File: src/rtl/arb_pkg.sv
// Shared constants and helpers for the round-robin arbiter family.
// Helpers are written for the widest legal arbiter and are truncated by callers.
package arb_pkg;

  localparam int ARB_N_MAX   = 32;
  localparam int ARB_IDW_MAX = $clog2(ARB_N_MAX);

  // One-hot to binary index; a zero input yields 0.
  function automatic logic [ARB_IDW_MAX-1:0] arb_onehot2bin(
    input logic [ARB_N_MAX-1:0] oh
  );
    logic [ARB_IDW_MAX-1:0] idx;
    idx = '0;
    for (int i = 0; i < ARB_N_MAX; i++) begin
      if (oh[i]) begin
        idx = idx | ARB_IDW_MAX'(i);
      end
    end
    return idx;
  endfunction

  // (idx + 1) mod n with an explicit compare, so n need not be a power of two.
  function automatic logic [ARB_IDW_MAX-1:0] arb_next_ptr(
    input logic [ARB_IDW_MAX-1:0] idx,
    input logic [ARB_IDW_MAX:0]   n
  );
    logic [ARB_IDW_MAX:0] last;
    last = n - (ARB_IDW_MAX+1)'(1);
    if ({1'b0, idx} == last) begin
      return '0;
    end
    return idx + ARB_IDW_MAX'(1);
  endfunction

endpackage

File: src/rtl/arb_rr_pick.sv
// Combinational round-robin picker: first set request at or above ptr, else lowest set request.
// Zero latency; found is low and winner is zero when nothing requests.
module arb_rr_pick
  import arb_pkg::*;
#(
  parameter int N   = 4,
  parameter int IDW = $clog2(N)
) (
  input  logic [N-1:0]   request,
  input  logic [IDW-1:0] ptr,
  output logic [N-1:0]   winner,
  output logic           found
);

  logic [N-1:0] mask;
  logic [N-1:0] masked;
  logic [N-1:0] pick_src;

  // Bits at or above ptr get first pick; the unmasked vector covers the wrap.
  assign mask     = ~((N'(1) << ptr) - N'(1));
  assign masked   = request & mask;
  assign pick_src = (|masked) ? masked : request;
  assign winner   = pick_src & (~pick_src + N'(1));
  assign found    = |request;

endmodule

File: src/rtl/arb_rr_n.sv
// N-way round-robin arbiter with registered one-hot grant; 1-cycle request-to-grant, no backpressure.
// Define ARB_LOCK_EN to add a lock input that lets the current grantee keep the grant.
module arb_rr_n
  import arb_pkg::*;
#(
  parameter  int N   = 4,
  localparam int IDW = $clog2(N)
) (
  input  logic           clk,
  input  logic           rst,
  input  logic [N-1:0]   request,
`ifdef ARB_LOCK_EN
  input  logic           lock,
`endif
  output logic [N-1:0]   grant,
  output logic           grant_valid,
  output logic [IDW-1:0] grant_id
);

  logic [N-1:0]   grant_q;
  logic [N-1:0]   grant_d;
  logic [IDW-1:0] ptr_q;
  logic [IDW-1:0] ptr_d;
  logic [N-1:0]   pick_oh;
  logic           pick_found;
  logic [IDW-1:0] win_id;
  logic           hold;

  arb_rr_pick #(
    .N   (N),
    .IDW (IDW)
  ) u_pick (
    .request (request),
    .ptr     (ptr_q),
    .winner  (pick_oh),
    .found   (pick_found)
  );

  assign win_id = IDW'(arb_onehot2bin(ARB_N_MAX'(pick_oh)));

`ifdef ARB_LOCK_EN
  // Lock only holds while the grantee still requests; otherwise arbitrate normally.
  assign hold = lock & (|(grant_q & request));
`else
  assign hold = 1'b0;
`endif

  always_comb begin
    grant_d = pick_oh;
    ptr_d   = ptr_q;
    if (hold) begin
      grant_d = grant_q;
    end else if (pick_found) begin
      ptr_d = IDW'(arb_next_ptr(ARB_IDW_MAX'(win_id), (ARB_IDW_MAX+1)'(N)));
    end
  end

  always_ff @(posedge clk) begin
    if (rst) begin
      grant_q <= '0;
      ptr_q   <= '0;
    end else begin
      grant_q <= grant_d;
      ptr_q   <= ptr_d;
    end
  end

  assign grant       = grant_q;
  assign grant_valid = |grant_q;
  assign grant_id    = IDW'(arb_onehot2bin(ARB_N_MAX'(grant_q)));

endmodule

File: config.mk
export PLATFORM = sky130hd
export DESIGN_NAME = arb_rr_n
export DESIGN_NICKNAME = d
export VERILOG_FILES = /design/src/rtl/arb_pkg.sv /design/src/rtl/arb_rr_pick.sv /design/src/rtl/arb_rr_n.sv
export SDC_FILE = /design/constraint.sdc
export NUM_CORES = 1
export LEC_CHECK = 0
export ABC_AREA = 0
export BUFFER_PORTS_ARGS = -buffer_cell sky130_fd_sc_hd__buf_2
export CAP_MARGIN = 5
export CORE_AREA = 2 2 39 41
export CTS_CLUSTER_SIZE = 20
export DETAILED_ROUTE_END_ITERATION = 7
export DIE_AREA = 0 0 41 43
export PLACE_DENSITY = 0.49
export SLEW_MARGIN = 20
export SYNTH_ARGS = -nofsm -noshare
export SYNTH_HDL_FRONTEND = slang
export SYNTH_SLANG_ARGS = --single-unit
File: constraint.sdc
create_clock -name clk -period 3.2 [get_ports clk]
set_clock_uncertainty 0.2 [all_clocks]
set_input_delay 0.16 -clock clk [delete_from_list [all_inputs] [get_ports clk]]
set_output_delay 0.16 -clock clk [all_outputs]
set_load 0.02 [all_outputs]
==> results of run 1 <==
[power by group through the flow]
stage               sequential (W)   clock, W  combinational [W]
finish                   0.0000881  0.0000696          0.0000572
global route             0.0000896  0.0000784          0.0000647
CTS                      0.0000880  0.0000734          0.0000578
detailed placement       0.0000896          0          0.0000568
global placement         0.0000897          0          0.0000572
floorplan                0.0000898          0          0.0000412
[flip-flops by register name (all words and copies together), names as in the netlist]
| register | count |
|---|---|
| ptr_q | 2 |
| grant | 4 |
[synthesized netlist by cell type (2+ instances only)]
master | count | area (um^2)
nor2_1 | 2 | 7.51
nor3_1 | 3 | 15.0
a2111oi_2 | 2 | 30.0
inv_1 | 4 | 15.0
a21oi_1 | 5 | 25.0
nand2b_1 | 2 | 12.5
or2_2 | 2 | 12.5
nor3b_1 | 2 | 15.0
dfxtp_1 | 6 | 120
[layout make-up]
type / instances / share of cell area
Multi-Input combinational cell: 29 / 0.459
Sequential cell: 6 / 0.262
Timing Repair Buffer: 13 / 0.153
Clock buffer: 3 / 0.0492
Tap cell: 16 / 0.0437
Inverter: 4 / 0.0328
[metrics by stage]
step | setup slack, ns | std cells
6_report | 1.54 | 71
5_1_grt | 1.47 | 71
4_1_cts | 1.52 | 71
3_5_place_dp | 1.73 | 67
3_3_place_gp | 1.76 | 67
2_1_floorplan | 1.68 | 41
[what timing repair did]
| item | in CTS | in global routing |
|---|---|---|
| hold buffers | 1 | 0 |
| hold endpoints to repair | 4 | 0 |
| setup buffers | 0 | 0 |
[logic make-up after synthesis]
kind of cell	synth area share
flops	0.330
compound gates	0.333
simple gates	0.216
mux	0.0275
buf+inv	0.0928
[critical path, delay by kind of cell (launching register included)]
| family | cells | cell delay (ns) |
|---|---|---|
| flip-flops | 1 | 0.30 |
| buffers and inverters | 1 | 0.16 |
| AND/OR/NAND/NOR | 2 | 0.59 |
[worst paths after layout]
kind                                             from                     to  slack, ns  depth (start not counted)
worst max-delay path              grant[3]$_SDFF_PP0_            grant_valid       1.54                          3
worst min-delay path                       request[1]    grant[1]$_SDFF_PP0_       0.03                          3
worst max register to register  ptr_q[1]$_SDFFE_PP0P_    grant[1]$_SDFF_PP0_       1.72                          3
worst min register to register  ptr_q[0]$_SDFFE_PP0P_  ptr_q[0]$_SDFFE_PP0P_       0.46                          2
[metal layers]
layer	wire [um]	global-route usage	vias up
li1	-	-	178
met1	340	0.155	154
met2	330	0.144	14
met3	50	0.0157	2
met4	14	0.120	0
met5	0	0	-
==> qor.yml, run 1 <==
fin_crit_sh: 0.518
hp-class: "input port to flip-flop"
fin_setup_tns_ns: 0
antenna_found_initial: 0
startpoint_type: "flip-flop"
globalplace.congestion: 0.830
cp_slowest_stage_delay_ns: 0.30
drive_above_1_share: 0.382
pwr-share-comb: 0.266
multi_input_comb_area_um2: 210
cp.arrival_ns: 1.30
cts_sinks: 6
ys_seq_elements: 6
cts.path.max_buffers: 2
dieArea_um2: 1760
place_area_um2: 425
worst_pin_slew_ns: 0.337
period_needed_ns: 1.66
maxSlewViolCount: 0
netSwitchingFraction: 0.310
path_class: "flip-flop to output pin"
avgViaCountPerCell: 4.90
synth_flop_cell: "dfxtp_1"
crit_required_ns: 2.84
outcome: "finished, final reports clean"
yosysWarnings: 0
cts_resized: 0
num_io_pins: 13
sequentialPowerShare: 0.410
crit_fanout: 3
power.leakage_nw: 0.208
finalInstanceArea_um2: 458
syn_area_um2: 364
syn_avg_cell_area_um2: 8.88
dp_hpwl_um: 553
final_antenna_net_count: 0
routed_wl_um: 736
cap_viol_max_count: 0
grt_overflow: 0
p_switching_w: 0.0000667
drt_first_pass_iters: 4
power_frac_clock: 0.324
worstPathCellList: "or2_2 -> or3_1 -> buf_2"
utilization: 0.331
clkLatencyLatePin_ns: 0.24
nets: 63
num_rows: 14
dr_total_vias: 348
fmax_ghz: 0.604
yosysSeqAreaShare: 0.330
pwr_density_cell_nw_per_um2: 469
grt_pass1_wl_um: 1320
final_common_cell: "buf_2"
synthCells: 41
htreeDepth: 1
start_util: 0.263
setup_viol: 0
clockRootBuffer: "clkbuf_4"
die_h_um: 43
clk_pin_slew_ns: 0.04
fill_cells: 154
cts_buffers: 3
hold_ws_ns: 0.0280
area_growth_pct: 25.8
final_cell_mix: "buf_2 (12), dfxtp_1 (6), a21oi_1 (5), inv_1 (4)"
antenna_cells: 0
grt_pass1_vias: 311
core_um2: 1380
io_buffers: 12
crit_path_top_delay_cell: "dfxtp_1"
synth_edf_count: 0
dieWidth_um: 41
synth.net_count: 47
total_power_w: 0.000215
async_reset_ff_frac: 0
slew_headroom: 0.775
dr.first_iter.drc_count: 4
rsz0062_at_grt: "false"
track_usage: 0.116
grt_max_degree: 11
hold_violations: 0
ys_types: 22
drc_errors: 0
cts_tree: "yes"
area.sequential_um2: 120
setup.worst_path.end_class: "output pin"
peakVddDrop_v: 0.000154
post_drt_wl_per_cell_um: 10.4
intPower_w: 0.000148
No activity file was read; power rests on OpenSTA's default activity.
==> run 2: changes to the inputs <==
- PLACE_DENSITY: 0.49 -> 0.51
- clock period: 3.2 -> 1.4 ns (I/O delays scaled with it)
==> run 2 against run 1 <==
Compared with the run above:
- the run now ends with setup timing left
- power up 150%
- global-route usage down 0.55 points
- worst hold slack worse by 0.012 ns
- worst setup slack lost 1.7 ns
- utilization up 6.1 points
- critical path depth unchanged
- sequential power is 130% higher
- die area did not move
- final cell count up 8.5%
- wire length grew 7.2%
- critical endpoint unchanged
==> qor.yml, run 2 (same netlist as run 1, synthesis figures left out) <==
outcome: "complete, but fails checks"
violations: "setup timing"
power_frac_clock: 0.302
num_rows: 14
cts.path.max_buffers: 2
drc_errors: 0
globalplace.congestion: 0.800
peakVddDrop_v: 0.000412
grt_pass1_wl_um: 1290
whs_path_depth: 3
area_growth_pct: 48.8
dieWidth_um: 41
utilization: 0.392
final_cell_mix: "buf_2 (9), a21oi_1 (5), dlygate4sd3_1 (5), clkbuf_4 (4)"
netSwitchingFraction: 0.300
worst_pin_slew_ns: 0.265
num_io_pins: 13
avgViaCountPerCell: 4.99
start_util: 0.263
routed_wl_um: 789
rsz0062_at_grt: "true"
hold_violations: 0
largest_register_ffs: 4
path_class: "flip-flop to output pin"
track_usage: 0.110
post_drt_wl_per_cell_um: 10.2
crit_required_ns: 1.13
maxSlewViolCount: 0
dr.first_iter.drc_count: 2
grt_overflow: 0
slew_headroom: 0.823
reg2reg_depth: 3
place_ws_ns: 0.0453
drive_above_1_share: 0.459
setup_viol: 1
power.leakage_nw: 0.237
antenna_cells: 0
die_h_um: 43
min_from: "request[1]"
dieArea_um2: 1760
cap_viol_max_count: 0
setup.worst_path.end_class: "output pin"
clockRootBuffer: "clkbuf_4"
grt_pass1_vias: 318
final_antenna_net_count: 0
core_um2: 1380
clk_pin_slew_ns: 0.05
cts_tree: "yes"
fmax_ghz: 0.657
p_switching_w: 0.000158
pwr-share-comb: 0.317
sequentialPowerShare: 0.381
hold_ws_ns: 0.0157
final_common_cell: "buf_2"
startpoint: "grant[3]$_SDFF_PP0_"
grt_max_degree: 10
nets: 69
crit_fanout: 2
cts_sinks: 6
intPower_w: 0.000369
htreeDepth: 1
antenna_found_initial: 0
fin_ws_ns: -0.123
drt_first_pass_iters: 5
pwr_density_cell_nw_per_um2: 974
startpoint_type: "flip-flop"
clkLatencyLatePin_ns: 0.25
io_buffers: 12
dr_total_vias: 384
dp_hpwl_um: 574
period_needed_ns: 1.52
fin_crit_sh: 1.09
cts_buffers: 3
hp-class: "input port to flip-flop"
reg2reg_from: "ptr_q[1]$_SDFFE_PP0P_"
cp.arrival_ns: 1.25
## run 2: changes by cell type in the layout (fill, tap and decap cells not counted), moves of 2 or more
| cell | delta |
|---|---|
| dfxtp_2 | +3 |
| dfxtp_1 | -3 |
| dlygate4sd3_1 | +4 |
| buf_2 | -3 |
| or2_4 | +2 |
| buf_6 | +2 |
| or2_2 | -2 |
| buf_4 | +2 |
## run 2: layer usage
layer	GRT usage	up-vias	wire [um]
met2	0.147	15	383
li1	-	192	-
met1	0.143	177	350
met4	0.0400	0	0
met3	0.0628	0	54
met5	0	-	0
## run 2: worst max-delay path: stages (launching register included)
cell	delay, ns
dfxtp_2	0.31
or2_4	0.24
or3_4	0.32
buf_6	0.14
## run 2: path summary, 6_finish.rpt
path	end	slack (ns)
worst min-delay path	ptr_q[1]$_SDFFE_PP0P_	0.02
worst min register to register	ptr_q[0]$_SDFFE_PP0P_	0.43
worst max-delay path	grant_valid	-0.12
worst max register to register	grant[3]$_SDFF_PP0_	0.12
## run 2: through the flow
step           cells  total power, W  instance area, um^2  TNS [ns]
6_report          77        0.000528                  542    -0.123
5_1_grt           77        0.000564                  542    -0.158
2_1_floorplan     41        0.000304                  369         0
3_3_place_gp      68        0.000344                  438         0
3_5_place_dp      68        0.000343                  438         0
4_1_cts           77        0.000528                  528    -0.138
## run 2: cell type report
| cell class | instances | area, um^2 |
|---|---|---|
| Fill cell | 145 | 842 |
| Inverter | 4 | 15.0 |
| Sequential cell | 6 | 124 |
| Multi-Input combinational cell | 29 | 220 |
| Timing Repair Buffer | 19 | 140 |
| Tap cell | 16 | 20.0 |
| Clock buffer | 3 | 22.5 |
## run 2: power groups by stage
| stage | registers [W] | clock network [W] | logic (W) |
|---|---|---|---|
| 2_1_floorplan | 0.000205 | 0 | 0.0000981 |
| 3_3_place_gp | 0.000202 | 0 | 0.000142 |
| 3_5_place_dp | 0.000202 | 0 | 0.000141 |
| 4_1_cts | 0.000199 | 0.000167 | 0.000162 |
| 5_1_grt | 0.000203 | 0.000177 | 0.000184 |
| 6_report | 0.000201 | 0.000159 | 0.000167 |
## run 2: timing repair
item                                    CTS  global route
hold buffers                              5             0
gates cloned                              0             0
resized for setup                         4             7
endpoints found under the setup margin    1             5
hold endpoints to repair                  6             0
pin swaps                                 0             0
buffers inserted                          1             0
